--- config.mk ---
export PLATFORM = sky130hd
export DESIGN_NAME = rggen_bus_responder_flat
export DESIGN_NICKNAME = d
export VERILOG_FILES = /design/src/rtl/rggen_rtl_pkg.sv /design/src/rtl/rggen_bus_if.sv /design/src/rtl/rggen_bus_responder_storage.sv /design/src/rtl/rggen_bus_responder.sv /design/src/flat_wrapper.sv
export SDC_FILE = /design/constraint.sdc
export NUM_CORES = 1
export LEC_CHECK = 0
export BUFFER_PORTS_ARGS = -buffer_cell sky130_fd_sc_hd__buf_4
export CAP_MARGIN = 20
export CORE_UTILIZATION = 50
export DETAILED_ROUTE_END_ITERATION = 10
export PLACE_DENSITY = 0.66
export SYNTH_ARGS = -nofsm -noshare
export SYNTH_HDL_FRONTEND = slang
export SYNTH_SLANG_ARGS = --single-unit
--- constraint.sdc ---
create_clock -name clk -period 3.1 [get_ports clk]
set_input_delay 0.155 -clock clk [delete_from_list [all_inputs] [get_ports clk]]
set_output_delay 0.155 -clock clk [all_outputs]
set_load 0.01 [all_outputs]
--- src/rtl/rggen_rtl_pkg.sv ---
// Shared bus types for the rggen register-bus responder.
package rggen_rtl_pkg;

  typedef enum logic {
    RGGEN_READ  = 1'b0,
    RGGEN_WRITE = 1'b1
  } rggen_direction;

  typedef enum logic [1:0] {
    RGGEN_OKAY         = 2'b00,
    RGGEN_SLAVE_ERROR  = 2'b10,
    RGGEN_DECODE_ERROR = 2'b11
  } rggen_status;

  // Number of low address bits that select a byte within one data word.
  function automatic int rggen_byte_shift(int data_width);
    return $clog2(data_width / 8);
  endfunction

endpackage

--- src/rtl/rggen_bus_if.sv ---
// Request/response bus between a register-bus master and a responder.
interface rggen_bus_if #(
  parameter int ADDRESS_WIDTH = 8,
  parameter int DATA_WIDTH    = 32
);
  import rggen_rtl_pkg::*;

  logic                      request;
  logic [ADDRESS_WIDTH-1:0]  address;
  rggen_direction            direction;
  logic [DATA_WIDTH-1:0]     write_data;
  logic [DATA_WIDTH/8-1:0]   write_strobe;
  logic                      ready;
  logic [DATA_WIDTH-1:0]     read_data;
  rggen_status               status;

  modport master (
    output request, address, direction, write_data, write_strobe,
    input  ready, read_data, status
  );

  modport slave (
    input  request, address, direction, write_data, write_strobe,
    output ready, read_data, status
  );

endinterface

--- src/rtl/rggen_bus_responder_storage.sv ---
// Word array with byte-strobed write port and combinational read port.
module rggen_bus_responder_storage #(
  parameter int                    DATA_WIDTH    = 32,
  parameter int                    DEPTH         = 16,
  parameter int                    INDEX_WIDTH   = 4,
  parameter logic [DATA_WIDTH-1:0] INITIAL_VALUE = '0
)(
  input  logic                      clk,
  input  logic                      rst,
  input  logic                      i_write_en,
  input  logic [INDEX_WIDTH-1:0]    i_index,
  input  logic [DATA_WIDTH-1:0]     i_write_data,
  input  logic [DATA_WIDTH/8-1:0]   i_write_strobe,
  output logic [DATA_WIDTH-1:0]     o_read_data
);

  localparam int STROBE_WIDTH = DATA_WIDTH / 8;

  logic [DATA_WIDTH-1:0] r_mem [DEPTH];
  logic [DATA_WIDTH-1:0] w_bit_mask;

  // Expand each strobe bit over its byte lane.
  generate
    for (genvar gi = 0; gi < STROBE_WIDTH; gi++) begin : g_lane
      assign w_bit_mask[8*gi +: 8] = {8{i_write_strobe[gi]}};
    end
  endgenerate

  always_ff @(posedge clk) begin
    if (rst) begin
      for (int i = 0; i < DEPTH; i++) begin
        r_mem[i] <= INITIAL_VALUE;
      end
    end else if (i_write_en) begin
      r_mem[i_index] <= (r_mem[i_index] & ~w_bit_mask) | (i_write_data & w_bit_mask);
    end
  end

  assign o_read_data = r_mem[i_index];

endmodule

--- src/rtl/rggen_bus_responder.sv ---
// Register-bus responder: IDLE/WAIT/RESPOND handshake over a strobed word store.
// Define RGGEN_BUS_RESPONDER_STROBE_CHECK_EN to reject writes with an all-zero strobe.
module rggen_bus_responder
  import rggen_rtl_pkg::*;
#(
  parameter int                    ADDRESS_WIDTH = 8,
  parameter int                    DATA_WIDTH    = 32,
  parameter int                    DEPTH         = 16,
  parameter int                    WAIT_CYCLES   = 0,
  parameter logic [DATA_WIDTH-1:0] INITIAL_VALUE = '0
)(
  input  logic        clk,
  input  logic        rst,
  rggen_bus_if.slave  bus_if,
  output logic        busy
);

  localparam int STROBE_WIDTH = DATA_WIDTH / 8;
  localparam int BYTE_SHIFT   = rggen_byte_shift(DATA_WIDTH);
  localparam int INDEX_WIDTH  = (DEPTH > 1) ? $clog2(DEPTH) : 1;

  typedef logic [1:0] state_t;
  localparam logic [1:0] IDLE    = 2'd0;
  localparam logic [1:0] WAIT    = 2'd1;
  localparam logic [1:0] RESPOND = 2'd2;

  state_t                    r_state;
  logic [3:0]                r_wait_count;
  logic [ADDRESS_WIDTH-1:0]  r_address;
  rggen_direction            r_direction;
  logic [DATA_WIDTH-1:0]     r_write_data;
  logic [STROBE_WIDTH-1:0]   r_write_strobe;

  logic [ADDRESS_WIDTH-1:0]  w_index;
  logic                      w_index_valid;
  logic                      w_ready;
  logic                      w_strobe_error;
  logic                      w_write_en;
  logic [DATA_WIDTH-1:0]     w_mem_read_data;
  rggen_status               w_status;

  // Requests are only sampled in IDLE; later phases work off the captured copy.
  always_ff @(posedge clk) begin
    if (rst) begin
      r_state        <= IDLE;
      r_wait_count   <= '0;
      r_address      <= '0;
      r_direction    <= RGGEN_READ;
      r_write_data   <= '0;
      r_write_strobe <= '0;
    end else begin
      case (r_state)
        IDLE: begin
          if (bus_if.request) begin
            r_address      <= bus_if.address;
            r_direction    <= bus_if.direction;
            r_write_data   <= bus_if.write_data;
            r_write_strobe <= bus_if.write_strobe;
            r_wait_count   <= '0;
            r_state        <= (WAIT_CYCLES > 0) ? WAIT : RESPOND;
          end
        end
        WAIT: begin
          if (r_wait_count == 4'(WAIT_CYCLES - 1)) begin
            r_wait_count <= '0;
            r_state      <= RESPOND;
          end else begin
            r_wait_count <= r_wait_count + 4'd1;
          end
        end
        RESPOND: r_state <= IDLE;
        default: r_state <= IDLE;
      endcase
    end
  end

  assign w_index       = r_address >> BYTE_SHIFT;
  assign w_index_valid = (32'(w_index) < 32'(DEPTH));
  assign w_ready       = (r_state == RESPOND);

`ifdef RGGEN_BUS_RESPONDER_STROBE_CHECK_EN
  assign w_strobe_error = (r_direction == RGGEN_WRITE) && (r_write_strobe == '0);
`else
  assign w_strobe_error = 1'b0;
`endif

  // The write lands on the edge that closes RESPOND, so a read sees the pre-write word.
  assign w_write_en = w_ready && (r_direction == RGGEN_WRITE) && w_index_valid && !w_strobe_error;

  rggen_bus_responder_storage #(
    .DATA_WIDTH    (DATA_WIDTH),
    .DEPTH         (DEPTH),
    .INDEX_WIDTH   (INDEX_WIDTH),
    .INITIAL_VALUE (INITIAL_VALUE)
  ) u_storage (
    .clk            (clk),
    .rst            (rst),
    .i_write_en     (w_write_en),
    .i_index        (w_index[INDEX_WIDTH-1:0]),
    .i_write_data   (r_write_data),
    .i_write_strobe (r_write_strobe),
    .o_read_data    (w_mem_read_data)
  );

  always_comb begin
    w_status = RGGEN_OKAY;
    if (w_ready) begin
      if (!w_index_valid) begin
        w_status = RGGEN_DECODE_ERROR;
      end else if (w_strobe_error) begin
        w_status = RGGEN_SLAVE_ERROR;
      end
    end
  end

  assign bus_if.ready     = w_ready;
  assign bus_if.status    = w_status;
  assign bus_if.read_data = (w_ready && (r_direction == RGGEN_READ) && w_index_valid)
                            ? w_mem_read_data : '0;
  assign busy             = (r_state != IDLE);

endmodule

--- src/flat_wrapper.sv ---
// flat-port wrapper written by rule: the top's interface ports become plain ports
module rggen_bus_responder_flat import rggen_rtl_pkg::*;
#(
  parameter int                    ADDRESS_WIDTH = 8,
  parameter int                    DATA_WIDTH    = 32,
  parameter int                    DEPTH         = 16,
  parameter int                    WAIT_CYCLES   = 0,
  parameter logic [DATA_WIDTH-1:0] INITIAL_VALUE = '0
)
  (clk, rst, busy, bus_if_request, bus_if_address, bus_if_direction, bus_if_write_data, bus_if_write_strobe, bus_if_ready, bus_if_read_data, bus_if_status);
  rggen_bus_if #(.ADDRESS_WIDTH(ADDRESS_WIDTH), .DATA_WIDTH(DATA_WIDTH)) bus_if_i ();
  input  logic clk;
  input  logic rst;
  output logic busy;
  input wire logic [$bits(bus_if_i.request)-1:0] bus_if_request;
  input wire logic [$bits(bus_if_i.address)-1:0] bus_if_address;
  input wire logic [$bits(bus_if_i.direction)-1:0] bus_if_direction;
  input wire logic [$bits(bus_if_i.write_data)-1:0] bus_if_write_data;
  input wire logic [$bits(bus_if_i.write_strobe)-1:0] bus_if_write_strobe;
  output wire logic [$bits(bus_if_i.ready)-1:0] bus_if_ready;
  output wire logic [$bits(bus_if_i.read_data)-1:0] bus_if_read_data;
  output wire logic [$bits(bus_if_i.status)-1:0] bus_if_status;
  assign bus_if_i.request = bus_if_request;
  assign bus_if_i.address = bus_if_address;
  assign bus_if_i.direction = bus_if_direction;
  assign bus_if_i.write_data = bus_if_write_data;
  assign bus_if_i.write_strobe = bus_if_write_strobe;
  assign bus_if_ready = bus_if_i.ready;
  assign bus_if_read_data = bus_if_i.read_data;
  assign bus_if_status = bus_if_i.status;
  rggen_bus_responder #(.ADDRESS_WIDTH(ADDRESS_WIDTH), .DATA_WIDTH(DATA_WIDTH), .DEPTH(DEPTH), .WAIT_CYCLES(WAIT_CYCLES), .INITIAL_VALUE(INITIAL_VALUE)) u_core (.clk(clk), .rst(rst), .bus_if(bus_if_i), .busy(busy));
endmodule
Yosys cells after proc, flatten, opt, wreduce, memory -nomap -nowiden
Memories as Yosys holds them, arrays and structs flattened. A register that Yosys moved wholly into a read port is not among the register bits.
Index checks and enable logic that the tools add are counted.
{ "totals": {"ramBits": 512, "ff_bits": 51, "rom_bits": 0, "inputBits": 48, "latch_bits": 0, "word_cells": 49, "memories": 1, "output_inout_bits": 36} }
{ "classes": {"n_reduce_logical": 11, "n_mul": 0, "shifts": 0, "n_eq_ne": 5, "n_mux": 19, "n_bitwise": 5, "n_addsub": 1, "order_cmp": 1, "div_mod_pow": 0} }
{ "memory_table": {"columns": ["name", "depth", "word_bits", "rd", "rd_ports_with_merged_regs", "wr", "line_no", "text"], "rows": [
  ["u_core.u_storage.r_mem", 16, 32, 1, 1, 16, "rggen_bus_responder_storage.sv:19", "logic [DATA_WIDTH-1:0] r_mem [DEPTH];"]
]} }
{ "op_table": {"columns": ["operator", "n"], "rows": [
  ["32-bit AND", 2],
  ["32-bit two-way mux", 2],
  ["32-bit NOT", 1],
  ["32-bit OR", 1],
  ["32-bit OR reduction", 1],
  ["4-bit two-way mux", 5],
  ["2-bit two-way mux", 4],
  ["4-bit one-hot mux with 2 select lines", 1],
  ["6-bit by 5-bit < comparator with 1-bit output (second input constant)", 1],
  ["1-bit two-way mux", 6],
  ["2-bit AND reduction", 3],
  ["4-bit by 1-bit adder with 4-bit output (second input constant)", 1],
  ["4-bit equality test (second input constant)", 1],
  ["1-bit logical AND", 4],
  ["2-bit one-hot mux with 2 select lines", 1],
  ["2-bit nonzero test", 2],
  ["2-bit by 1-bit equality test with 1-bit output (second input constant)", 1],
  ["2-bit equality test (second input constant)", 1],
  ["2-bit zero test", 1],
  ["2-bit by 1-bit inequality test with 1-bit output (second input constant)", 1],
  ["2-bit inequality test (second input constant)", 1],
  ["1-bit NOT", 1]
]} }

Depth between registers and ports, before layout
{ "depth": {"word_depth": 8, "depth_mapped": 9, "depth_no_buf": 4} }

By module
Synthesis repeated with hierarchy kept, for this count alone.
{ "unflattened": {"hier_cells": 1812, "hier_area_um2": 25625.8} }
{ "modules_own_cells": {"columns": ["mod", "cells_each", "n_inst", "area_per_inst_um2"], "rows": [
  ["rggen_bus_responder_storage", 1574, 1, 23399.9],
  ["rggen_bus_responder", 238, 1, 2225.9]
]} }

Worst setup path before layout
Ideal clock, no wire load.
{ "synth_path": {"path_type": "register -> register", "from": "reg u_core.r_address[6]", "to": "mem u_core.u_storage.r_mem[13][0] (enable)", "t_arrival_ps": 2141, "setup_slack_ps": 565, "path_buffers": 1, "path_stages_with_launch": 6, "path_cell_list": "dfxtp_1 nor4b_2 nand4_1 or3b_2 clkbuf_2 nand2b_1"} }
{ "synth_lines": {"columns": ["item", "line_no", "text"], "rows": [
  ["from (decl)", "rggen_bus_responder.sv:29", "logic [ADDRESS_WIDTH-1:0] r_address;"],
  ["from (signal assigned)", "rggen_bus_responder.sv:55", "r_address <= bus_if.address;"],
  ["to (decl)", "rggen_bus_responder_storage.sv:19", null]
]} }

==> qor.csv <==
stage,metric,value,unit
outcome,status,finished clean,
routing,drt wl/cell,27.59,µm
global_routing,vias in the first global route,18720,
power,Psw,4.374,mW
power,clock share of power,0.393,
global_routing,antenna violations before repair,0,
critical_path,critical path class,reg -> out,
place,GP Congestion,0.7854,
critical_path,crit path cell chain,buf_12 -> mux4_2 -> nand2b_1 -> nand3_1 -> a21oi_1 -> buf_4,
sta,Setup TNS,0,ns
sta,PnR worst setup slack,0.1010,ns
sta,final hold vios,0,
critical_path,CP Max Fanout,43,
finish,n_diodes,0,
clock_network,H-tree levels,2,
critical_path,Setup crit start kind,register,
routing,Initial DRT Pass Iterations,5,
sta,Worst slew margin,0.3818,
global_routing,largest net degree at the start of global routing,55,
routing,Antenna Nets Post-Route,0,
finish,share of cells above drive strength 1,0.2758,
synthesis,post-synth net total,2094,
finish,Filler cells,4324,
critical_path,Worst Path Buf+Inv,2,
synthesis,sequential share of the synthesized area,0.5910,
floorplanning,die height,237.1,µm
critical_path,CP required,2.94,ns
clock_network,CTS tree,built,
power,Peak VDD IR,448.3,µV
floorplanning,Initial Utilization,0.5096,
synthesis,synth cell count leaders,"512 x edfxtp_1, 468 x a21oi_1, 192 x mux2i_1, 161 x nand2_1, 151 x a21oi_2",
power,logic gate share of total power,0.114,
synthesis,Yosys cell types,40,
synthesis,post-synth top area cell,edfxtp_1,
critical_path,CP arrival,2.84,ns
clock_network,Longest Clk Path Bufs,3,
synthesis,cell with the most instances after synthesis,edfxtp_1,
clock_network,post-CTS sizing,0,
power,pwr/cell area,559.8,nW/µm²
flow_run,max cap viols,0,
global_routing,first-pass GRT wire length,117100,µm
place,PortBufs,81,
sta,Final setup viols,0,
critical_path,"CP delay by family, top",flip-flops,
critical_path,critical path's slowest cell,dfxtp_4,
synthesis,Main synth FF type,edfxtp_1,
routing,Vias,18720,
floorplanning,row count,85,
clock_network,clock slew at reported path FFs,0.06,ns
power,Seq pwr share,0.493,
clock_network,clk root buf,clkbuf_16,
synthesis,post-synth top area share,0.5562,
clock_network,# clock sinks,560,
sta,Final Critical Period,2.999,ns
routing,drt total wl,79630,µm
clock_network,worst skew pair latency,0.63,ns
synthesis,Post-synth ARST share,0,
sta,f_max,333.4,MHz
finish,Syn-to-layout area delta,12.96,%
routing,Vias/cell,6.486,
place,DP HPWL,43620,µm
finish,FF/Latch Area,16340,µm²
sta,Max Transition Viols Final,0,
hold_path,worst hold stages,4,
finish,area of the multi-input gates,9851,µm²
synthesis,Synth Warn #,0,
synthesis,#FFs+latches synth,560,
place,"worst slack, placed",0.4562,ns
synthesis,Post-Syn Area,27640,µm²
sta,skew final,0.01724,ns
floorplanning,I/O pins,84,
sta,WHS,0.1219,ns
critical_path,Slowest Stage Delay on Critical Path,0.56,ns
floorplanning,Die Area,56230,µm²
clock_network,Num CTS Buffers,57,
critical_path,WP depth,6,
synthesis,Post-Synthesis Cells,2046,
power,Pleak,10.23,nW
synthesis,main area contributors after synthesis,"edfxtp_1 56%, a21oi_1 8.5%, mux2i_1 7.0%, a21oi_2 4.8%, dfxtp_1 3.5%",
clock_network,CTS Hold Bufs,58,
power,switching part of the total,0.2502,
sta,Worst Max-Slew Pin Slew,0.9261,ns
global_routing,Total GRT Usage,0.2833,
hold_path,Worst Hold Class,in -> reg,
critical_path,R2R depth,6,
sta,RSZ-0062 raised after global routing,no,
routing,DR iter-0 viols,1848,
floorplanning,Die Width,237.1,µm
finish,Final nets,2189,
critical_path,Crit. End Element,primary output,
clock_network,post-CTS setup buffer count,0,
routing,DRC,0,
floorplanning,Core ar.,54240,µm²
global_routing,Overflow after GRT,0,
synthesis,"EDFF count, synth",512,
sta,period utilisation layout,0.9674,
power,Design Power,17.48,mW
power,Cell Int Power,13.11,mW
synthesis,Avg Inst Size Synth,13.51,µm²
[layer usage]
metal,up-vias,part of all wire,global-route usage
met1,9477,0.39,0.3765
li1,8111,-,-
met2,958,0.49,0.4755
met3,174,0.088,0.03902
met4,0,0.034,0.1046
met5,-,0,0
[power groups by stage]
stage	clock, mW	sequential (mW)	combinational, mW
final	6.87	8.61	2.00
after detailed placement	0	8.77	1.93
after CTS	6.93	8.61	1.99
after global routing	7.21	8.63	2.13
after floorplan	0	8.71	1.48
after global placement	0	8.75	1.89
[path summary, 6_finish.rpt]
path,from,to,slack [ns]
hold reg to reg,u_core.r_write_data[17]$_SDFFE_PP0P_,u_core.r_write_data[17]$_SDFFE_PP0P_,0.47
setup reg to reg,register,u_core.u_storage.r_mem[10][29]$_SDFFCE_PN0P_,0.43
hold / removal,bus_if_request,u_core.r_write_data[2]$_SDFFE_PP0P_,0.12
setup / recovery,register,bus_if_read_data[3],0.10
[sequential cells by signal, summed over array words and instances (netlist names), named ones only]
name and count:
u_core.u_storage.r_mem 512, u_core.r_state 1, u_core.r_address 6, u_core.r_write_data 32
u_core.r_direction 1, u_core.r_write_strobe 4
[cells by family (layout without fill, tap and decap cells)]
| family | Yosys count | after routing | synth area share |
|---|---|---|---|
| buffers and inverters | 217 | 361 | 0.05640 |
| multiplexers | 224 | 224 | 0.09627 |
| AO/OA/AOI/OAI | 747 | 747 | 0.1842 |
| AND/OR/NAND/NOR | 298 | 298 | 0.07220 |
| flip-flops | 560 | 560 | 0.5910 |
[tightest hold or removal path, stage by stage]
cell and delay [ns]:
buf_4 0.11, nor2b_4 0.25, nand2_1 0.12, a21oi_1 0.05
[metrics by stage]
stage                     instances  cell area [µm²]    util
after floorplan                2046            27640       -
after global placement         2720            28780  0.5306
after detailed placement       2720            28780  0.5306
after CTS                      2886            31220  0.5757
after global routing           2886            31220  0.5757
final                          2886            31220  0.5757
[area by class of cell]
class                      instances  share of cell area
inverter                           3           0.0003606
timing repair buffer             250             0.07317
tap                              696             0.02789
multi-input combinational       1269              0.3155
clock buffer                      85             0.05333
sequential                       560              0.5234
clock inverter                    23            0.006371
[cells in the final DEF (no fill, tap or decap), types with 32 or more instances in the layout]
| cell | instances |
|---|---|
| a22oi_2 | 32 |
| a22oi_1 | 32 |
| dfxtp_1 | 44 |
| nand2_1 | 151 |
| buf_4 | 171 |
| clkbuf_16 | 60 |
| edfxtp_1 | 512 |
| mux2i_1 | 192 |
| a221oi_2 | 36 |
| a21oi_2 | 151 |
| a21oi_1 | 468 |
| nand2b_1 | 32 |
| dlygate4sd3_1 | 58 |
| nand3_1 | 32 |
(Power assumes the default switching activity.)
